--- config.mk ---
export PLATFORM = sky130hd
export DESIGN_NAME = blackjack_auto_player
export DESIGN_NICKNAME = d
export VERILOG_FILES = /design/src/rtl/blackjack_auto_player.sv
export SDC_FILE = /design/constraint.sdc
export NUM_CORES = 1
export LEC_CHECK = 0
export CAP_MARGIN = 20
export CORE_AREA = 2 2 73 145
export DETAILED_ROUTE_END_ITERATION = 16
export DIE_AREA = 0 0 75 147
export SLEW_MARGIN = 20
export SYNTH_ARGS = -nofsm -noshare
export SYNTH_HDL_FRONTEND = slang
export SYNTH_SLANG_ARGS = --single-unit
--- constraint.sdc ---
create_clock -name clk -period 2.9 [get_ports clk]
set_input_delay 0.29 -clock clk [delete_from_list [all_inputs] [get_ports clk]]
set_output_delay 0.29 -clock clk [all_outputs]
set_load 0.1 [all_outputs]
--- src/rtl/blackjack_auto_player.sv ---
// rtl/blackjack_auto_player.sv - self-play driver for the blackjack core
// Plays hit-below-threshold rounds and keeps saturating win/lose/tie/error tallies.
module blackjack_auto_player #(
  parameter int THRESH    = 17,
  parameter int ROUNDS    = 8,
  parameter int DEAL_WAIT = 2,
  parameter int HIT_WAIT  = 2,
  parameter int TIMEOUT   = 64,
  parameter int MAX_HITS  = 10
) (
  input  logic       clk,
  input  logic       res,
  input  logic       go,
  input  logic [4:0] p_c,
  input  logic [4:0] d_c,
  input  logic       win,
  input  logic       lose,
  input  logic       tie,
  output logic       start,
  output logic       hit,
  output logic       stand,
  output logic       busy,
  output logic       done,
  output logic [7:0] win_cnt,
  output logic [7:0] lose_cnt,
  output logic [7:0] tie_cnt,
  output logic [7:0] err_cnt,
  output logic [4:0] last_d_c
);

  localparam int WMAX_A = (TIMEOUT > DEAL_WAIT) ? TIMEOUT : DEAL_WAIT;
  localparam int WMAX   = (WMAX_A > HIT_WAIT) ? WMAX_A : HIT_WAIT;
  localparam int WW     = $clog2(WMAX + 1);
  localparam int HW     = $clog2(MAX_HITS + 1);

  localparam logic [WW-1:0] DEAL_LAST = WW'(DEAL_WAIT - 1);
  localparam logic [WW-1:0] HIT_LAST  = WW'(HIT_WAIT - 1);
  localparam logic [WW-1:0] TO_LAST   = WW'(TIMEOUT);
  localparam logic [HW-1:0] HIT_CAP   = HW'(MAX_HITS);
  localparam logic [4:0]    THR5      = 5'(THRESH);
  localparam logic [7:0]    RND_LAST  = 8'(ROUNDS - 1);

  typedef enum logic [3:0] {
    S_IDLE, S_START, S_DEAL, S_DECIDE, S_HIT, S_HWAIT, S_STAND, S_RESULT, S_GAP, S_DONE
  } state_t;

  state_t        state, next_state;
  logic [WW-1:0] wcnt;
  logic [HW-1:0] hit_cnt;
  logic [7:0]    round_cnt;
  logic [1:0]    n_flags;
  logic          inc_win, inc_lose, inc_tie, inc_err;

  assign n_flags = {1'b0, win} + {1'b0, lose} + {1'b0, tie};

  always_comb begin
    next_state = state;
    inc_win    = 1'b0;
    inc_lose   = 1'b0;
    inc_tie    = 1'b0;
    inc_err    = 1'b0;
    case (state)
      S_IDLE, S_DONE: if (go) next_state = S_START;
      S_START:        next_state = S_DEAL;
      S_DEAL:         if (wcnt == DEAL_LAST) next_state = S_DECIDE;
      S_DECIDE: begin
        if (p_c > 5'd21 || p_c >= THR5 || hit_cnt == HIT_CAP) next_state = S_STAND;
        else next_state = S_HIT;
      end
      S_HIT:          next_state = S_HWAIT;
      S_HWAIT:        if (wcnt == HIT_LAST) next_state = S_DECIDE;
      S_STAND: begin
        // conflicting flags count only as an error, never toward the outcome tallies
        if (n_flags >= 2'd2) begin
          inc_err    = 1'b1;
          next_state = S_RESULT;
        end else if (n_flags == 2'd1) begin
          inc_win    = win;
          inc_lose   = lose;
          inc_tie    = tie;
          next_state = S_RESULT;
        end else if (wcnt == TO_LAST) begin
          inc_err    = 1'b1;
          next_state = S_RESULT;
        end
      end
      S_RESULT:       next_state = (round_cnt == RND_LAST) ? S_DONE : S_GAP;
      S_GAP:          next_state = S_START;
      default:        next_state = S_IDLE;
    endcase
  end

  always_ff @(posedge clk) begin
    if (!res) begin
      state     <= S_IDLE;
      wcnt      <= '0;
      hit_cnt   <= '0;
      round_cnt <= '0;
      start     <= 1'b0;
      hit       <= 1'b0;
      stand     <= 1'b0;
      busy      <= 1'b0;
      done      <= 1'b0;
      win_cnt   <= '0;
      lose_cnt  <= '0;
      tie_cnt   <= '0;
      err_cnt   <= '0;
      last_d_c  <= '0;
    end else begin
      state <= next_state;
      wcnt  <= (next_state != state) ? '0 : wcnt + WW'(1);
      // outputs decode the next state so they are registered yet aligned with it
      start <= (next_state == S_START);
      hit   <= (next_state == S_HIT);
      stand <= (next_state == S_STAND);
      busy  <= (next_state != S_IDLE) && (next_state != S_DONE);
      done  <= (next_state == S_DONE);

      if ((state == S_IDLE || state == S_DONE) && go) begin
        win_cnt   <= '0;
        lose_cnt  <= '0;
        tie_cnt   <= '0;
        err_cnt   <= '0;
        round_cnt <= '0;
      end
      if (state == S_HIT) hit_cnt <= hit_cnt + HW'(1);
      if (state == S_RESULT) begin
        last_d_c  <= d_c;
        hit_cnt   <= '0;
        round_cnt <= round_cnt + 8'd1;
      end
      if (inc_win  && win_cnt  != 8'hFF) win_cnt  <= win_cnt  + 8'd1;
      if (inc_lose && lose_cnt != 8'hFF) lose_cnt <= lose_cnt + 8'd1;
      if (inc_tie  && tie_cnt  != 8'hFF) tie_cnt  <= tie_cnt  + 8'd1;
      if (inc_err  && err_cnt  != 8'hFF) err_cnt  <= err_cnt  + 8'd1;
    end
  end

endmodule

==> results of run 1 <==
-- cell usage after synthesis (all sizes together) (2+ instances only) --
library cell and number:
clkbuf 6, o21ai 29, nand2b 4, and2 16, a31oi 5, or3 5, nor2b 7, a21boi 18
o211ai 3, dfxtp 65, nor2 50, and4bb 2, o31ai 3, nor3 7, nand2 45, xnor2 2
ha 10, mux2 2, and2b 2, mux2i 3, nand3 29, and3 11, nand3b 9, nor4 4
a21o 5, a311o 2, or2 2, xor2 8, nand4 5, buf 5, o2111ai 3, inv 8
a21oi 18
-- worst min-delay path, stage by stage (launching register included) --
cell and delay [ns]:
dfxtp_1 0.30, nand2_1 0.05, a21oi_1 0.05
-- cells by family (layout without fill, tap and decap cells) --
kind of cell | Yosys count | after routing | synth area share
AOI/OAI and AO/OA | 99 | 99 | 0.205
xor gates and xnor gates | 10 | 10 | 0.0257
adders and majority gates | 11 | 11 | 0.0425
buffers and inverters | 20 | 87 | 0.0238
DFF | 65 | 65 | 0.381
muxes | 5 | 5 | 0.0154
and+or+nand+nor | 198 | 198 | 0.307
-- how the worst max path moves through the flow --
| stage | end | cells past startpoint | start |
|---|---|---|---|
| global route | lose_cnt[4]$_SDFFE_PN0P_ | 8 | tie |
| floorplan | err_cnt[4]$_SDFFE_PN0P_ | 7 | err_cnt[0]$_SDFFE_PN0P_ |
| finish | win_cnt[7]$_SDFFE_PN0P_ | 8 | tie |
| detailed placement | win_cnt[7]$_SDFFE_PN0P_ | 8 | tie |
| CTS | win_cnt[7]$_SDFFE_PN0P_ | 8 | tie |
| global placement | win_cnt[7]$_SDFFE_PN0P_ | 8 | tie |
-- layer usage --
layer	vias to the layer above	part of all wire
li1	1586	-
met1	1416	0.48
met2	65	0.46
met3	12	0.039
met4	0	0.022
met5	-	0
-- flip-flops by register name, indices dropped and copies added (netlist names) --
register   flops
err_cnt        8
lose_cnt       8
round_cnt      8
tie_cnt        8
win_cnt        8
wcnt           7
last_d_c       5
hit_cnt        4
state          4
busy           1
done           1
hit            1
stand          1
start          1
-- power by group through the flow --
stage | sequential, W | clock (W) | combinational (W)
after floorplan | 0.00101 | 0 | 0.000195
after global placement | 0.000964 | 0 | 0.000334
after detailed placement | 0.000963 | 0 | 0.000333
after CTS | 0.000945 | 0.00104 | 0.000335
after global routing | 0.000948 | 0.00107 | 0.000361
final | 0.000945 | 0.00101 | 0.000330
-- placed cells by master, fill, tap and decap left out, drive strengths merged, types with 3 or more instances in the layout --
cell / synthesis / routed
a21o: 5 / 5
o21ai: 29 / 29
and2: 16 / 16
nor3: 7 / 7
o31ai: 3 / 3
a21boi: 18 / 18
mux2i: 3 / 3
clkbuf: 6 / 13
clkdlybuf4s50: 0 / 15
dfxtp: 65 / 65
nor2: 50 / 50
nand4: 5 / 5
ha: 10 / 10
xor2: 8 / 8
a31oi: 5 / 5
nor4: 4 / 4
o2111ai: 3 / 3
buf: 5 / 48
and3: 11 / 11
nand3: 29 / 29
nand3b: 9 / 9
nand2: 45 / 45
o211ai: 3 / 3
nand2b: 4 / 4
a21oi: 18 / 18
inv: 8 / 8
nor2b: 7 / 7
or3: 5 / 5
-- final cells by class --
class,count,share of cell area
multi-input combinational,323,0.469
sequential,65,0.301
timing repair buffer,63,0.118
clock buffer,13,0.0624
tap,135,0.0390
inverter,9,0.00781
clock inverter,2,0.00289
-- stage by stage --
stage | hold WS (ns) | area [sq um] | setup slack [ns]
after floorplan | 0.399 | 3410 | 0.337
after global placement | 0.445 | 4050 | 0.169
after detailed placement | 0.448 | 4050 | 0.147
after CTS | 0.455 | 4330 | 0.485
after global routing | 0.474 | 4330 | 0.359
final | 0.452 | 4330 | 0.488
==> metrics.csv, run 1 <==
stage,metric,value,unit
yosys,"Avg Cell Area, Syn",8.37,sq um
critical_path,crit path kind,in -> reg,
sta,RSZ-0062 raised after global routing,no,
global_routing,grt total ovfl,0,
critical_path,CP cell instances,clkdlybuf4s50_1 > fa_1 > and4bb_4 > nand3_4 > a31o_4 > or3_1 > nand4_1 > o31ai_1,
die,Die Ht,147,um
worst_hold_path,Min-Delay Path Class,reg -> reg,
power_and_ir_drop,P_sw,0.000605,W
layout,Register Area,0.00130,sq mm
yosys,Yosys warnings,0,
global_routing,met2 usage,0.219,
clock_tree,CTS tree,yes,
sta,Slew @ Worst Pin,0.582,ns
critical_path,worst reg2reg path depth,6,
global_routing,gr usage total,0.147,
sta,Rel. slew slack,0.611,
critical_path,crit path max fanout,6,
yosys,library cells used by synthesis,64,
global_routing,routing usage on met1,0.202,
layout,Util after Layout,0.435,
power_and_ir_drop,Net Sw Frac,0.265,
drt,"antenna viol nets, final",0,
die,core area,0.00995,sq mm
critical_path,RR Endpoint,round_cnt[7]$_SDFFE_PN0P_,
drt,DRT iter0 DRCs,128,
power_and_ir_drop,Sequential Power Share,0.414,
global_routing,initial antenna violation count,0,
clock_tree,CTS resizes,0,
clock_tree,Clock Pin Slew Worst Setup and Hold Paths,0.05,ns
critical_path,crit-path leading delay family,simple AND/OR/NAND/NOR gates,
critical_path,WP data required,3.11,ns
drt,Via Count,3079,
sta,Final Cycle Share,0.832,
drt,per-cell routed wire length,12.5,um
critical_path,Crit. End Element,flip-flop,
drt,Post-route DRC,0,
power_and_ir_drop,Pint,0.00168,W
worst_hold_path,hold_sp,last_d_c[4]$_SDFFE_PN0P_,
run,Max-Cap Viols,0,
clock_tree,Worst-Skew Late Latency,0.33,ns
die,Die X-Extent,75,um
yosys,Mapped Area,0.00341,sq mm
worst_hold_path,hold path depth,2,
critical_path,crit-path max cell delay,0.57,ns
global_routing,met3 Usage GRT,0.0295,
yosys,post-synthesis sequential area ratio,0.381,
critical_path,CP Launch Type,input port,
drt,TritonRoute pass-1 iters,6,
clock_tree,Max Root-Sink Buffers,2,
critical_path,WP data arrival,2.62,ns
yosys,"Top FF cell, synth",dfxtp_1,
drt,total wire length,7630,um
layout,Final #Nets,498,
clock_tree,CTS Buf Count,9,
power_and_ir_drop,combinational group share of total power,0.145,
global_routing,vias in the first global route,2659,
power_and_ir_drop,Leakage Power,1.70,nW
sta,setup TNS,0,ns
critical_path,worst path buffer plus inverter count,1,
yosys,"area leader, netlist",dfxtp_1,
layout,final std cells w/o fill,610,
power_and_ir_drop,proportion of power drawn by the clock network,0.442,
yosys,Yosys reg bits,65,
sta,final hold vios,0,
global_routing,largest net degree at the start of global routing,23,
sta,Clock Skews,0.00444,ns
layout,share of cells above drive strength 1,0.175,
clock_tree,CTS Root Cell,clkbuf_16,
layout,Layout area overhead,26.8,%
sta,fin. max-slew vios,0,
layout,Fill cells,1012,
yosys,synth top area cells,"dfxtp_1, nor2_1, nand2_1",
clock_tree,H-tree depth,3,
layout,Antenna diodes,0,
clock_tree,Post-CTS Hold Fix Bufs,0,
placement,placed cells,595,
die,Rows,52,
layout,Multi-input gate area,0.00203,sq mm
yosys,Synth top area share,0.381,
global_routing,first-pass GRT wire length,12700,um
clock_tree,Post-CTS Setup Bufs,0,
sta,minimum clock period,2.41,ns
yosys,Post-synth EDFFs,0,
sta,final setup violation count,0,
critical_path,r2r startpoint,state[0]$_SDFF_PN0_,
critical_path,Worst R2R Setup Slack,0.75,ns
die,initial core utilization,0.343,
clock_tree,clk sinks,65,
power_and_ir_drop,Pwr Total,0.00228,W
run_status,outcome,finished clean,
placement,Port Buf Inserts,57,
yosys,Cells after Synth,408,
worst_hold_path,hold endpoint,last_d_c[4]$_SDFFE_PN0P_,
sta,Max Freq,415,MHz
global_routing,busiest grt layer,met2,
yosys,Async SR Flop Fraction,0,
placement,Final HPWL DP,5410,um
die,I/O pin count,58,
power_and_ir_drop,Max rail drop VDD,0.000374,V
yosys,syn nets,435,
die,Die ar.,0.0110,sq mm
power_and_ir_drop,PwrDens,528,mW/mm^2
drt,via-per-instance ratio,5.05,
placement,Placer Congestion,0.783,
critical_path,"Slowest-stage cell, CP",fa_1,
Note: power is estimated with default switching activity, not from simulation.
==> run 2, diff against run 1 <==
==> constraint.sdc (replaced) <==
create_clock -name clk -period 2.3 [get_ports clk]
set_input_delay 0.23 -clock clk [delete_from_list [all_inputs] [get_ports clk]]
set_output_delay 0.23 -clock clk [all_outputs]
set_load 0.1 [all_outputs]
==> metrics.csv, run 2 (synthesized netlist as in run 1, its figures left out) <==
stage,metric,value,unit,change
placement,Final HPWL DP,5790,um,was 5410 um
critical_path,Crit. End Element,flip-flop,,unchanged
die,Rows,52,,unchanged
drt,TritonRoute pass-1 iters,4,,was 6
critical_path,CP Launch Type,input port,,unchanged
clock_tree,Max Root-Sink Buffers,2,,unchanged
worst_hold_path,Min-Delay Path Class,in -> reg,,was reg -> reg
placement,DP Area,0.00420,sq mm,was 0.00405 sq mm
power_and_ir_drop,Leakage Power,1.81,nW,was 1.70 nW
critical_path,crit path max fanout,4,,was 6
sta,final hold vios,0,,unchanged
run_status,outcome,finished clean,,unchanged
critical_path,WP data required,2.51,ns,was 3.11 ns
sta,final setup violation count,0,,unchanged
drt,total wire length,7940,um,was 7630 um
die,I/O pin count,58,,unchanged
critical_path,crit path kind,in -> reg,,unchanged
sta,Rel. slew slack,0.710,,was 0.611
layout,final std cells w/o fill,630,,was 610
layout,Final Cell Area,0.00449,sq mm,was 0.00433 sq mm
global_routing,largest net degree at the start of global routing,21,,was 23
clock_tree,CTS tree,yes,,unchanged
sta,RSZ-0062 raised after global routing,no,,unchanged
layout,Antenna diodes,0,,unchanged
drt,"antenna viol nets, final",0,,unchanged
drt,DRT iter0 DRCs,112,,was 128
clock_tree,Worst-Skew Late Latency,0.33,ns,about the same
clock_tree,H-tree depth,3,,unchanged
placement,dpl ws,-0.247,ns,was 0.147 ns
power_and_ir_drop,Pwr Total,0.00289,W,was 0.00228 W
global_routing,initial antenna violation count,0,,unchanged
global_routing,vias in the first global route,2848,,was 2659
sta,Slew @ Worst Pin,0.434,ns,was 0.582 ns
sta,Final Cycle Share,0.955,,
drt,via-per-instance ratio,4.95,,was 5.05
drt,per-cell routed wire length,12.6,um,was 12.5 um
placement,Placer Congestion,0.835,,was 0.783
clock_tree,Post-CTS Setup Bufs,0,,unchanged
layout,share of cells above drive strength 1,0.234,,was 0.175
global_routing,first-pass GRT wire length,13200,um,was 12700 um
layout,most frequent cells in the layout,"buf_4, dfxtp_1, nor2_1",,"was dfxtp_1, nor2_1, buf_4"
global_routing,grt total ovfl,0,,unchanged
global_routing,gr usage total,0.152,,was 0.147
layout,Final #Nets,517,,was 498
die,initial core utilization,0.343,,unchanged
layout,"most common cell after layout, fill and taps aside",buf_4,,was dfxtp_1
placement,Port Buf Inserts,57,,unchanged
placement,placed cells,614,,was 595
clock_tree,clk sinks,65,,unchanged
die,core area,0.00995,sq mm,unchanged
sta,worst setup margin,0.103,ns,was 0.488 ns
die,Die X-Extent,75,um,unchanged
clock_tree,CTS Root Cell,clkbuf_16,,unchanged
drt,Post-route DRC,0,,unchanged
layout,Layout area overhead,31.5,%,was 26.8%
sta,fin. max-slew vios,0,,unchanged
sta,WHS,0.393,ns,was 0.452 ns
die,Die Ht,147,um,unchanged
clock_tree,Clock Pin Slew Worst Setup and Hold Paths,0.05,ns,about the same
power_and_ir_drop,Max rail drop VDD,0.000718,V,was 0.000374 V
power_and_ir_drop,PwrDens,644,mW/mm^2,was 528 mW/mm^2
die,Die ar.,0.0110,sq mm,unchanged
sta,Clock Skews,0.00423,ns,was 0.00444 ns
run,Max-Cap Viols,0,,unchanged
clock_tree,CTS Buf Count,9,,unchanged
critical_path,WP data arrival,2.41,ns,was 2.62 ns
drt,Via Count,3116,,was 3079
sta,minimum clock period,2.20,ns,
sta,Max Freq,455,MHz,
==> run 2: cell count changes in the layout (fill, tap and decap cells not counted), moves of 2 or more <==
cell      before  now
buf_4         48   67
clkinv_2       1    3
dfxtp_1       65   52
dfxtp_2        0   13
==> run 2: what timing repair did <==
item / CTS / global route
setup endpoints to repair: 0 / 1
hold buffers: 0 / 0
resized for setup: 0 / 2
==> run 2: cell type report <==
type	instances	area (sq um)
multi-input cells	323	2040
repair buffers	82	656
inverters	9	33.8
flip-flops and latches	65	1320
clock inverters	3	15.0
clock buffers	13	260
fillers	1033	5470
well taps	135	169
==> run 2: worst paths after layout <==
kind | from | to | slack [ns] | depth (start not counted)
worst max register to register | win_cnt[0]$_SDFFE_PN0P_ | win_cnt[7]$_SDFFE_PN0P_ | 0.33 | 7
worst min-delay path | tie | tie_cnt[6]$_SDFFE_PN0P_ | 0.39 | 4
worst max-delay path | lose | win_cnt[7]$_SDFFE_PN0P_ | 0.10 | 8
worst min register to register | last_d_c[4]$_SDFFE_PN0P_ | last_d_c[4]$_SDFFE_PN0P_ | 0.45 | 2
==> run 2: layer usage <==
metal | vias up | track usage | wire length, um | share of wire
met5 | - | 0 | 0 | 0
met4 | 0 | 0.0563 | 97 | 0.012
met3 | 6 | 0.0370 | 303 | 0.038
met2 | 54 | 0.227 | 3670 | 0.46
met1 | 1429 | 0.210 | 3870 | 0.49
li1 | 1627 | - | - | -
==> run 2: critical path, stage by stage <==
cell and delay, ns:
clkdlybuf4s50_1 0.45, fa_1 0.54, and4bb_4 0.30, nand3_4 0.09, a31o_4 0.21, or3_1 0.40, nand4_1 0.12, o31ai_2 0.07
==> run 2: through the flow <==
stage | util | TNS [ns]
after floorplan | - | 0
after global placement | 0.422 | -2.94
after detailed placement | 0.422 | -3.70
after CTS | 0.450 | 0
after global routing | 0.451 | 0
final | 0.451 | 0
==> run 2: power by group <==
group,switching [W],total [W],internal (W)
sequential,0.0000290,0.00118,0.00115
clock,0.000468,0.00125,0.000782
combinational,0.000280,0.000458,0.000179
